<file path="src/rtl/tl_a_rr_arbiter_if.sv">
// TileLink-A channel bundle: one beat of request plus its valid/ready handshake.
// Fields carry a 64-bit data beat with an 8-bit byte mask.
//   valid    master -> slave  beat present
//   ready    slave  -> master beat accepted this cycle
//   opcode   3      A opcode (0 PutFull .. 5 Hint)
//   param    3      A param
//   size     3      lgSize of the whole transfer
//   source   SRC_W  source id
//   address  32     byte address
//   mask     8      byte lane mask
//   data     64     beat data
//   corrupt  1      corrupt flag
// The master modport is the side that drives a request; slave receives it.
interface tl_a_rr_arbiter_if #(
  parameter int SRC_W = 4
);
  logic             valid;
  logic             ready;
  logic [2:0]       opcode;
  logic [2:0]       param;
  logic [2:0]       size;
  logic [SRC_W-1:0] source;
  logic [31:0]      address;
  logic [7:0]       mask;
  logic [63:0]      data;
  logic             corrupt;

  modport master (
    output valid, opcode, param, size, source, address, mask, data, corrupt,
    input  ready
  );

  modport slave (
    input  valid, opcode, param, size, source, address, mask, data, corrupt,
    output ready
  );
endinterface

</file>
<file path="src/rtl/tl_a_rr_arbiter.sv">
// Two-requester round-robin arbiter sharing one downstream TileLink-A port.
// The datapath is a purely combinational mux (no added latency); a small FSM
// keeps the grant on one requester for every beat of a multi-beat burst and
// freezes the selection while a request is stalled by the downstream side.
//   clock      in   sole clock, rising edge
//   reset_n    in   synchronous active-low reset
//   in0, in1   slave  upstream request ports (in[sel].ready = out.ready)
//   out        master downstream request port
//   out_grant  out  index of the currently selected requester
//   size_err   out  one-cycle pulse after a first beat with size > MAX_SIZE fires
module tl_a_rr_arbiter #(
  parameter int SRC_W    = 4,
  parameter int MAX_SIZE = 6
) (
  input  logic              clock,
  input  logic              reset_n,
  tl_a_rr_arbiter_if.slave  in0,
  tl_a_rr_arbiter_if.slave  in1,
  tl_a_rr_arbiter_if.master out,
  output logic              out_grant,
  output logic              size_err
);

  localparam logic [2:0] MAX_SIZE_L = 3'(MAX_SIZE);

  typedef enum logic {IDLE, LOCKED} state_t;

  state_t           state;
  logic             prio;
  logic             held;
  logic             lock_sel;
  logic [2:0]       beat_cnt;
  logic             sel;
  logic             fire;
  logic [2:0]       op_mux;
  logic [2:0]       size_mux;
  logic [SRC_W-1:0] src_mux;
  logic [4:0]       nb;
  logic             oversize;

  // Beats in a transfer: only data-carrying opcodes (Put/Arith/Logical)
  // spread over several 8-byte beats; everything else is a single beat.
  function automatic logic [4:0] beats(input logic [2:0] op, input logic [2:0] size);
    if (op <= 3'd3 && size > 3'd3) return 5'd1 << (size - 3'd3);
    return 5'd1;
  endfunction

  // lock_sel doubles as the frozen selection for a stalled IDLE request and
  // the burst owner in LOCKED, so a stalled or locked request never moves.
  always_comb begin
    sel = prio;
    if (!reset_n)                      sel = 1'b0;
    else if (state == LOCKED || held)  sel = lock_sel;
    else if (in0.valid != in1.valid)   sel = in1.valid;
  end

  assign out_grant = sel;

  assign src_mux     = sel ? in1.source : in0.source;
  assign op_mux      = sel ? in1.opcode : in0.opcode;
  assign size_mux    = sel ? in1.size   : in0.size;

  assign out.valid   = reset_n & (sel ? in1.valid : in0.valid);
  assign out.opcode  = op_mux;
  assign out.param   = sel ? in1.param   : in0.param;
  assign out.size    = size_mux;
  assign out.source  = src_mux;
  assign out.address = sel ? in1.address : in0.address;
  assign out.mask    = sel ? in1.mask    : in0.mask;
  assign out.data    = sel ? in1.data    : in0.data;
  assign out.corrupt = sel ? in1.corrupt : in0.corrupt;

  assign in0.ready   = reset_n & ~sel & out.ready;
  assign in1.ready   = reset_n &  sel & out.ready;

  assign fire        = out.valid & out.ready;
  assign nb          = beats(op_mux, size_mux);
  assign oversize    = size_mux > MAX_SIZE_L;

  always_ff @(posedge clock) begin
    if (!reset_n) begin
      state    <= IDLE;
      prio     <= 1'b0;
      held     <= 1'b0;
      lock_sel <= 1'b0;
      beat_cnt <= 3'd0;
      size_err <= 1'b0;
    end else begin
      size_err <= 1'b0;
      case (state)
        IDLE: begin
          if (fire) begin
            held <= 1'b0;
            // An oversized transfer is passed as one beat so the lock can
            // never be loaded with a count wider than beat_cnt.
            if (!oversize && nb > 5'd1) begin
              state    <= LOCKED;
              beat_cnt <= 3'(nb - 5'd1);
              lock_sel <= sel;
            end else begin
              prio     <= ~sel;
              size_err <= oversize;
            end
          end else if (out.valid) begin
            held     <= 1'b1;
            lock_sel <= sel;
          end
        end
        LOCKED: begin
          if (fire) begin
            beat_cnt <= beat_cnt - 3'd1;
            if (beat_cnt == 3'd1) begin
              state <= IDLE;
              prio  <= ~lock_sel;
            end
          end
        end
        default: state <= IDLE;
      endcase
    end
  end

endmodule

</file>
<file path="src/flat_wrapper.sv">
// flat-port wrapper written by rule: the top's interface ports become plain ports
module tl_a_rr_arbiter_flat 
#(
  parameter int SRC_W    = 4,
  parameter int MAX_SIZE = 6
)
  (clock, reset_n, out_grant, size_err, in0_valid, in0_opcode, in0_param, in0_size, in0_source, in0_address, in0_mask, in0_data, in0_corrupt, in0_ready, in1_valid, in1_opcode, in1_param, in1_size, in1_source, in1_address, in1_mask, in1_data, in1_corrupt, in1_ready, out_valid, out_opcode, out_param, out_size, out_source, out_address, out_mask, out_data, out_corrupt, out_ready);
  tl_a_rr_arbiter_if #(.SRC_W(SRC_W)) in0_i ();
  tl_a_rr_arbiter_if #(.SRC_W(SRC_W)) in1_i ();
  tl_a_rr_arbiter_if #(.SRC_W(SRC_W)) out_i ();
  input  logic clock;
  input  logic reset_n;
  output logic out_grant;
  output logic size_err;
  input wire logic [$bits(in0_i.valid)-1:0] in0_valid;
  input wire logic [$bits(in0_i.opcode)-1:0] in0_opcode;
  input wire logic [$bits(in0_i.param)-1:0] in0_param;
  input wire logic [$bits(in0_i.size)-1:0] in0_size;
  input wire logic [$bits(in0_i.source)-1:0] in0_source;
  input wire logic [$bits(in0_i.address)-1:0] in0_address;
  input wire logic [$bits(in0_i.mask)-1:0] in0_mask;
  input wire logic [$bits(in0_i.data)-1:0] in0_data;
  input wire logic [$bits(in0_i.corrupt)-1:0] in0_corrupt;
  output wire logic [$bits(in0_i.ready)-1:0] in0_ready;
  input wire logic [$bits(in1_i.valid)-1:0] in1_valid;
  input wire logic [$bits(in1_i.opcode)-1:0] in1_opcode;
  input wire logic [$bits(in1_i.param)-1:0] in1_param;
  input wire logic [$bits(in1_i.size)-1:0] in1_size;
  input wire logic [$bits(in1_i.source)-1:0] in1_source;
  input wire logic [$bits(in1_i.address)-1:0] in1_address;
  input wire logic [$bits(in1_i.mask)-1:0] in1_mask;
  input wire logic [$bits(in1_i.data)-1:0] in1_data;
  input wire logic [$bits(in1_i.corrupt)-1:0] in1_corrupt;
  output wire logic [$bits(in1_i.ready)-1:0] in1_ready;
  output wire logic [$bits(out_i.valid)-1:0] out_valid;
  output wire logic [$bits(out_i.opcode)-1:0] out_opcode;
  output wire logic [$bits(out_i.param)-1:0] out_param;
  output wire logic [$bits(out_i.size)-1:0] out_size;
  output wire logic [$bits(out_i.source)-1:0] out_source;
  output wire logic [$bits(out_i.address)-1:0] out_address;
  output wire logic [$bits(out_i.mask)-1:0] out_mask;
  output wire logic [$bits(out_i.data)-1:0] out_data;
  output wire logic [$bits(out_i.corrupt)-1:0] out_corrupt;
  input wire logic [$bits(out_i.ready)-1:0] out_ready;
  assign in0_i.valid = in0_valid;
  assign in0_i.opcode = in0_opcode;
  assign in0_i.param = in0_param;
  assign in0_i.size = in0_size;
  assign in0_i.source = in0_source;
  assign in0_i.address = in0_address;
  assign in0_i.mask = in0_mask;
  assign in0_i.data = in0_data;
  assign in0_i.corrupt = in0_corrupt;
  assign in0_ready = in0_i.ready;
  assign in1_i.valid = in1_valid;
  assign in1_i.opcode = in1_opcode;
  assign in1_i.param = in1_param;
  assign in1_i.size = in1_size;
  assign in1_i.source = in1_source;
  assign in1_i.address = in1_address;
  assign in1_i.mask = in1_mask;
  assign in1_i.data = in1_data;
  assign in1_i.corrupt = in1_corrupt;
  assign in1_ready = in1_i.ready;
  assign out_valid = out_i.valid;
  assign out_opcode = out_i.opcode;
  assign out_param = out_i.param;
  assign out_size = out_i.size;
  assign out_source = out_i.source;
  assign out_address = out_i.address;
  assign out_mask = out_i.mask;
  assign out_data = out_i.data;
  assign out_corrupt = out_i.corrupt;
  assign out_i.ready = out_ready;
  tl_a_rr_arbiter #(.SRC_W(SRC_W), .MAX_SIZE(MAX_SIZE)) u_core (.clock(clock), .reset_n(reset_n), .in0(in0_i), .in1(in1_i), .out(out_i), .out_grant(out_grant), .size_err(size_err));
endmodule
</file>
<file path="config.mk">
export PLATFORM = sky130hd
export DESIGN_NAME = tl_a_rr_arbiter_flat
export DESIGN_NICKNAME = d
export VERILOG_FILES = /design/src/rtl/tl_a_rr_arbiter_if.sv /design/src/rtl/tl_a_rr_arbiter.sv /design/src/flat_wrapper.sv
export SDC_FILE = /design/constraint.sdc
export NUM_CORES = 1
export LEC_CHECK = 0
export ABC_AREA = 0
export BUFFER_PORTS_ARGS = -buffer_cell sky130_fd_sc_hd__buf_4
export CORE_AREA = 2 2 140 142
export DETAILED_ROUTE_END_ITERATION = 6
export DIE_AREA = 0 0 142 144
export PLACE_DENSITY = 0.43
export SYNTH_ARGS = -nofsm -noshare
export SYNTH_HDL_FRONTEND = slang
export SYNTH_SLANG_ARGS = --single-unit
</file>
<file path="constraint.sdc">
create_clock -name clock -period 3.3 [get_ports clock]
set_input_delay 0.165 -clock clock [delete_from_list [all_inputs] [get_ports clock]]
set_output_delay 0.165 -clock clock [all_outputs]
set_load 0.01 [all_outputs]
</file>
==> run metrics, run 1 <==
vias in the first global route 3695; Clock Latency Late Sink 0.23 ns; DR WL/cell 12.6 um; initial core utilization 11.3%; Top FF cell, synth dfxtp_1; Nets 1053; largest cells by area after synthesis nand2_1 62%, dfxtp_1 7.4%, clkbuf_1 4.3%; crit-path cells maj3_2, a31oi_4, inv_4, nor3_1, a21oi_1, or2_2, ha_1, nand2b_1, o221ai_4, o211ai_1, o41ai_2; Critical Path Sink Type flip-flop; post_cts resized 0; vias after detailed routing 3973; all-layer global routing usage 11.1%; synthesized instance count 462; Net Count, Synth 707; crit-path leading delay family compound AO/OA/AOI/OAI gates; RD Place Congestion 0.748; P&R area growth vs syn 140%; Final Max Slew Viols 0; minimum clock period 2.47 ns; setup_tns 0 ns; Crit Path Max Fanout 6; overall power 1.12 mW; maximum clock rate 0.405 GHz; Least-Margin Pin Slew 0.688 ns; CTS Buf Count 3; final hold violations 0; Yosys warning count 0; die height 144 um; Required @ worst endpoint 3.41 ns; largest net degree at the start of global routing 64; final setup fails 0; final WL 13200 um; Die W 142 um; met1 global-route usage 12.8%; hold-fix buffers at CTS 0; clock skew 0.000353 ns; Yosys top cell by area nand2_1; Yosys top cell area share 61.6%; first-pass GRT wire length 18500 um; DRT iter0 DRCs 121; Max H-tree Level 1; share of layout cells above drive strength 1 48.0%; Critical R2R Launch u_core.prio; hold depth 3; CP max stage cell maj3_2; met3 usage 2.68%; R2R Setup Slk 0.83 ns; ys async rst share 0%; register area share after synthesis 7.41%; initial antenna violation count 0; Hold Path Origin out_ready; Clock Path Buffers 2; critical path's largest stage delay 0.36 ns; period utilisation layout 74.9%; startpoint types flip-flop; die footprint 0.0204 mm^2; Post-DRT Antenna Nets 0; DR DRC count 0; RSZ-0062 raised after global routing no; most common cell in the netlist nand2_1; CTS sink count 8; I/O pins 364; post-synth cell types 41; Post-synth EDFFs 0; GRT busiest layer met2; worst hold slack 0.261 ns; commonest cells in the synthesized netlist 355 x nand2_1, 25 x clkbuf_1, 9 x nor2_1, 8 x dfxtp_1, 8 x inv_1; relative slew slack 54.1%; I/O Buffers 363; Post-CTS Setup Inserts 0; Data arrival, critical path 2.58 ns; core area 0.0191 mm^2; Reg-to-Reg End u_core.beat_cnt[0]; Max Cap Viol 0; Synth Register Bits 8; met2 GRT Util 21.3%; post-DP HPWL 11000 um; Hold Path End u_core.size_err; Sequential Area 160 um^2; filler cell count 2223; CTS root buf clkbuf_16; outcome finished clean; GR Overflow Total 0; drt pass-1 iters 4; leakage dissipation 3.13 nW; # diodes 0; worst vdd ir 0.151 mV; Hold Crit Class input port to flip-flop; critical path class flip-flop to flip-flop; P per Cell Area 216 mW/mm^2; clock transition at the registers of the reported paths 0.04 ns; cell area after synthesis 0.00216 mm^2; FP Rows 51; average size of a mapped cell 4.68 um^2; Multi-input gate area 0.00186 mm^2; cells on worst reg2reg path 11; vias per cell 3.81; WP buf/inv 1; TritonCTS clock tree done
[cells in the final DEF (no fill, tap or decap), drive strengths merged, types with 3 or more instances in the layout]
cell type  instances
mux2i              7
nand2b             3
nor2              10
inv                9
nand2            355
dfxtp              8
clkbuf             3
o21ai              4
buf              369
nor2b              4
ha                 4
[area by class of cell]
class	count	area share, %
clock buffer	3	1.44
inverter	9	0.698
multi-input combinational	417	35.8
sequential	8	3.08
tap	238	5.73
timing repair buffer	369	53.3
[per-layer routing]
layer	wire length [um]	share of wire, %
met1	5090	39
met2	6740	51
met3	1290	9.8
met4	62	0.47
met5	0	0
[where the power goes]
part | switching, mW | leakage [nW] | internal, mW | total, mW
logic | 0.368 | 3.03 | 0.442 | 0.810
clock network | 0.0518 | 0.0370 | 0.157 | 0.209
registers | 0.00367 | 0.0650 | 0.102 | 0.106
total | 0.423 | 3.13 | 0.701 | 1.12
[logic make-up (layout without fill, tap and decap cells)]
group	after synthesis	count (layout)	share of synthesized area [%]
AND/OR/NAND/NOR	382	382	68.7
buffers and inverters	37	381	6.60
adder cells (fa/ha/maj)	5	5	2.84
AO/OA/AOI/OAI	23	23	11.1
multiplexers	7	7	3.41
flip-flops	8	8	7.41
[how the worst max path moves through the flow]
stage	startpoint	depth (start not counted)	end	slack, ns
after floorplan	u_core.state	12	u_core.beat_cnt[0]	0.79
after global placement	in0_valid	13	u_core.beat_cnt[0]	0.85
after detailed placement	in0_valid	13	u_core.beat_cnt[0]	0.82
after CTS	u_core.prio	11	u_core.beat_cnt[0]	0.81
after global routing	u_core.prio	11	u_core.beat_cnt[0]	0.69
final	u_core.prio	11	u_core.beat_cnt[0]	0.83
[through the flow]
| step | area (um^2) | utilization [%] | setup slack [ns] | instances |
|---|---|---|---|---|
| 6_report | 5200 | 27.2 | 0.828 | 1044 |
| 5_1_grt | 5200 | 27.2 | 0.689 | 1044 |
| 4_1_cts | 5200 | 27.2 | 0.815 | 1044 |
| 3_5_place_dp | 5120 | 26.9 | 0.824 | 1041 |
| 3_3_place_gp | 5120 | 26.9 | 0.845 | 1041 |
| 2_1_floorplan | 2160 | - | 0.795 | 462 |
[worst reg2reg max path, cell delays in order (launching register included)]
cell	delay, ns
dfxtp_1	0.30
maj3_2	0.36
a31oi_4	0.28
inv_4	0.06
nor3_1	0.16
a21oi_1	0.05
or2_2	0.29
ha_1	0.22
nand2b_1	0.12
o221ai_4	0.16
o211ai_1	0.24
o41ai_2	0.10
[state kept, by name, indices dropped and copies added, names as in the netlist]
register / cells
u_core.state: 1
u_core.lock_sel: 1
u_core.prio: 1
u_core.size_err: 1
u_core.held: 1
u_core.beat_cnt: 3
Power figures use the tool's default switching activity.
==> run 2, diff against run 1 <==
clock period = 2.34 ns   (was 3.3 ns; I/O delays follow)
==> run metrics, run 2 (synthesis gave the netlist of run 1 again) <==
Required @ worst endpoint 2.45 ns; Nets 1063; startpoint types flip-flop; final hold violations 0; Hold Crit Class input port to flip-flop; max reg flops 3; maximum clock rate 0.448 GHz; vias per cell 3.75; vias in the first global route 3645; Die W 142 um; largest net degree at the start of global routing 73; outcome finished clean; fin worst setup slack 0.109 ns; Max Cap Viol 0; pre-CTS setup slack 0.0120 ns; share of layout cells above drive strength 1 49.1%; I/O Buffers 363; # diodes 0; Data arrival, critical path 2.34 ns; CTS root buf clkbuf_16; RSZ-0062 raised after global routing no; TritonCTS clock tree done; Clock Path Buffers 2; worst vdd ir 0.274 mV; DRT iter0 DRCs 113; clock skew 0.00123 ns; Max H-tree Level 1; CTS sink count 8; clock transition at the registers of the reported paths 0.04 ns; die footprint 0.0204 mm^2; post-DP HPWL 12100 um; I/O pins 364; P&R area growth vs syn 145%; Least-Margin Pin Slew 0.600 ns; period utilisation layout 95.3%; DR WL/cell 13.6 um; Final Max Slew Viols 0; die height 144 um; Post-DRT Antenna Nets 0; R2R Setup Slk 0.11 ns; GR Overflow Total 0; Placed Area 0.00519 mm^2; DR DRC count 0; final WL 14400 um; core area 0.0191 mm^2; leakage dissipation 3.19 nW; Crit Path Max Fanout 6; most frequent cells in the layout 377 x buf_4, 355 x nand2_1, 8 x inv_1, 8 x nor2_1, 7 x dfxtp_1; commonest non-fill, non-tap cell in the layout buf_4; all-layer global routing usage 12.2%; P per Cell Area 303 mW/mm^2; Largest Register u_core.beat_cnt; CTS Buf Count 3; setup_tns 0 ns; Critical Path Sink Type flip-flop; critical path class flip-flop to flip-flop; vias after detailed routing 3955; design area 0.00530 mm^2; FP Rows 51; initial core utilization 11.3%; Clock Latency Late Sink 0.23 ns; minimum clock period 2.23 ns; drt pass-1 iters 4; first-pass GRT wire length 19900 um; initial antenna violation count 0; RD Place Congestion 0.734; final setup fails 0; relative slew slack 60.0%
-- run 2: cell types whose count changed in the layout (fill, tap and decap cells not counted), sizes merged --
cell / delta
buf: +10
-- run 2: path summary, 6_finish.rpt --
kind | from | to | cells after the start
worst max register to register | u_core.prio | u_core.beat_cnt[0] | 11
worst min-delay path | reset_n | u_core.prio | 3
worst min register to register | u_core.prio | u_core.prio | 2
worst max-delay path | u_core.prio | u_core.beat_cnt[0] | 11
-- run 2: critical path, stage by stage (launching register included) --
cell	delay, ns
dfxtp_1	0.30
maj3_2	0.34
a31oi_4	0.20
inv_4	0.06
nor3_2	0.15
a21oi_1	0.06
or2_4	0.24
ha_2	0.19
nand2b_1	0.10
o221ai_4	0.14
o211ai_1	0.23
o41ai_2	0.09
-- run 2: area by class of cell --
class / instances / area, um^2
clock buffers: 3 / 75.1
fillers: 2152 / 13800
inverters: 9 / 36.3
multi-input cells: 417 / 1870
flip-flops and latches: 8 / 161
well taps: 238 / 298
repair buffers: 379 / 2860
-- run 2: power breakdown --
group	switching (mW)	internal (mW)	leakage, nW
combinational	0.529	0.644	3.09
sequential	0.00507	0.144	0.0654
clock	0.0648	0.220	0.0370
-- run 2: repair_timing --
item / 4_1_cts / 5_1_grt
hold buffers: 0 / 0
setup buffers: 1 / 0
endpoints found under the setup margin: 4 / 12
pin swaps: 4 / 1
cloned: 0 / 0
resized for setup: 4 / 3
-- run 2: per-stage QoR --
step,std cells,utilization (%),total power [mW],hold slack [ns]
6_report,1054,27.8,1.61,0.203
5_1_grt,1054,27.8,1.74,0.233
4_1_cts,1054,27.7,1.63,0.202
3_5_place_dp,1050,27.2,1.33,0.443
3_3_place_gp,1050,27.2,1.34,0.440
2_1_floorplan,462,-,0.602,0.254
-- run 2: layer usage --
layer	track usage [%]	vias to the layer above	share of wire, %
met5	0	-	0
met4	1.63	0	1.2
met3	3.01	12	8.5
met2	21.7	197	49
met1	15.3	1625	41
li1	-	2121	-
==> run 3, diff against run 2 <==
--- a/config.mk
+++ b/config.mk
@@ -6,10 +6,10 @@
 export NUM_CORES = 1
 export LEC_CHECK = 0
-export ABC_AREA = 0
+export ABC_AREA = 1
 export BUFFER_PORTS_ARGS = -buffer_cell sky130_fd_sc_hd__buf_4
-export CORE_AREA = 2 2 140 142
+export CORE_AREA = 2 2 143 145
 export DETAILED_ROUTE_END_ITERATION = 6
-export DIE_AREA = 0 0 142 144
-export PLACE_DENSITY = 0.43
+export DIE_AREA = 0 0 145 147
+export PLACE_DENSITY = 0.42
 export SYNTH_ARGS = -nofsm -noshare
 export SYNTH_HDL_FRONTEND = slang
==> constraint.sdc (replaced) <==
create_clock -name clock -period 2.34 [get_ports clock]
set_input_delay 0.117 -clock clock [delete_from_list [all_inputs] [get_ports clock]]
set_output_delay 0.117 -clock clock [all_outputs]
set_load 0.1 [all_outputs]
==> run metrics, run 3 <==
outcome finished clean; most frequent cells in the layout 365 x buf_4, 361 x nand2_1, 16 x nand2_2, 16 x nor2_1, 14 x inv_1; Nets 1075; register area share after synthesis 7.54%; RD Place Congestion 0.709; vias after detailed routing 4053; Clock Path Buffers 2; P per Cell Area 613 mW/mm^2; P&R area growth vs syn 149%; Clock Latency Late Sink 0.23 ns; all-layer global routing usage 11.6%; Hold Crit Class input port to flip-flop; max reg flops 3; Yosys warning count 0; Net Count, Synth 727; Post-DRT Antenna Nets 0; largest cells by area after synthesis nand2_1 65%, dfxtp_1 7.5%, inv_1 3.0%; Hold Path Origin out_ready; Yosys top cell area share 65.2%; DR WL/cell 12.2 um; cell area after synthesis 0.00212 mm^2; critical path class flip-flop to output port; maximum clock rate 0.469 GHz; vias in the first global route 3914; pre-CTS setup slack 0.264 ns; RSZ-0062 raised after global routing no; hold depth 2; TritonCTS clock tree done; clock skew 0.000310 ns; final setup fails 0; clock transition at the registers of the reported paths 0.04 ns; die footprint 0.0213 mm^2; period utilisation layout 91.1%; drt pass-1 iters 4; core area 0.0198 mm^2; Final Max Slew Viols 0; Required @ worst endpoint 2.22 ns; Max H-tree Level 1; initial core utilization 10.7%; worst vdd ir 0.210 mV; die height 147 um; average size of a mapped cell 4.41 um^2; CTS sink count 8; hold-fix buffers at CTS 0; Critical Path Sink Type output port; Top FF cell, synth dfxtp_1; vias per cell 3.69; post-DP HPWL 11300 um; DR DRC count 0; R2R Setup Slk 0.27 ns; Largest Register u_core.beat_cnt; Least-Margin Pin Slew 0.389 ns; CTS Buf Count 3; startpoint types flip-flop; Crit Path Max Fanout 71; share of layout cells above drive strength 1 48.8%; most common cell in the netlist nand2_1; leakage dissipation 3.20 nW; Die W 145 um; relative slew slack 74.0%; largest net degree at the start of global routing 72; minimum clock period 2.13 ns; Yosys top cell by area nand2_1; final hold violations 0; Reg-to-Reg End u_core.beat_cnt[0]; final WL 13400 um; Max Cap Viol 0; Hold Path End u_core.held; Synth Register Bits 8; ys async rst share 0%; FP Rows 52; cells on worst reg2reg path 17; I/O Buffers 363; commonest cells in the synthesized netlist 369 x nand2_1, 17 x inv_1, 17 x nor2_1, 16 x clkbuf_1, 9 x nand2_2; CTS root buf clkbuf_16; I/O pins 364; # diodes 0; GR Overflow Total 0; fin worst setup slack 0.208 ns; post-synth cell types 22; worst hold slack 0.0977 ns; DRT iter0 DRCs 89; Data arrival, critical path 2.01 ns; initial antenna violation count 0; Critical R2R Launch u_core.state; first-pass GRT wire length 20400 um; synthesized instance count 482; Post-synth EDFFs 0; Core Util, Final 26.6%; commonest non-fill, non-tap cell in the layout buf_4
## run 3: cell types whose count changed in the layout (fill, tap and decap cells not counted), moves of 4 or more
cell,delta
nor2b_1,-4
mux2i_1,-6
nor2_1,+8
nand2_4,+4
nand3_1,+5
nand2_2,+16
inv_1,+6
o21ai_0,+4
buf_4,-12
nand2_1,+6
## run 3: routing by layer
layer | global-route usage, % | vias up | wire (um)
met4 | 2.18 | 0 | 173
met1 | 13.1 | 1693 | 5180
met5 | 0 | - | 0
met2 | 21.7 | 225 | 6780
li1 | - | 2124 | -
met3 | 3.32 | 11 | 1270
## run 3: worst max-delay path by stage
| stage | startpoint | endpoint | slack (ns) | cells after the start |
|---|---|---|---|---|
| 3_3_place_gp | u_core.state | u_core.beat_cnt[2] | 0.31 | 17 |
| 4_1_cts | u_core.prio | out_data[25] | 0.12 | 9 |
| 3_5_place_dp | u_core.state | u_core.beat_cnt[2] | 0.26 | 17 |
| 5_1_grt | u_core.state | u_core.prio | 0.03 | 17 |
| 2_1_floorplan | u_core.state | out_address[10] | -0.18 | 11 |
| 6_report | u_core.state | out_data[44] | 0.21 | 11 |
## run 3: metrics by stage
stage                     area, um^2  power (mW)  instances  TNS, ns
after detailed placement        5200        2.96       1095        0
after CTS                       5270        3.26       1098        0
after global placement          5200        2.97       1095        0
after floorplan                 2170        2.19        482   -0.178
after global routing            5280        3.38       1098        0
final                           5280        3.23       1098        0
## run 3: what timing repair did
item | CTS | global route
setup endpoints to repair | 0 | 5
resized for setup | 0 | 1
buffers inserted | 0 | 0
## run 3: final cells by class
class                      instances  area, um^2
inverter                          20        87.6
clock buffer                       3        75.1
tap                              270         338
timing repair buffer             369        2810
fill                            2283       14600
sequential                         8         160
multi-input combinational        428        1810
## run 3: kinds of logic (layout without fill, tap and decap cells)
kind of cell               after synthesis  count (layout)  share of synthesized area (%)
and+or+nand+nor                        414             414                           78.1
buffers and inverters                   46             392                           8.96
AOI/OAI and AO/OA                       10              10                           3.01
DFF                                      8               8                           7.54
adders and majority gates                4               4                           2.36
## run 3: critical path: stages (launching register included)
cell	delay, ns
dfxtp_1	0.31
inv_2	0.06
nand2_2	0.06
nor2_2	0.11
nand2_2	0.07
nand2_4	0.11
nand2_4	0.11
clkinv_2	0.11
buf_12	0.26
nand2_1	0.08
nand2_1	0.14
buf_4	0.32
## run 3: power breakdown
group          total, mW  switching [mW]  internal [mW]
clock              0.289          0.0687          0.220
combinational       2.79            2.11          0.685
sequential         0.153         0.00601          0.147
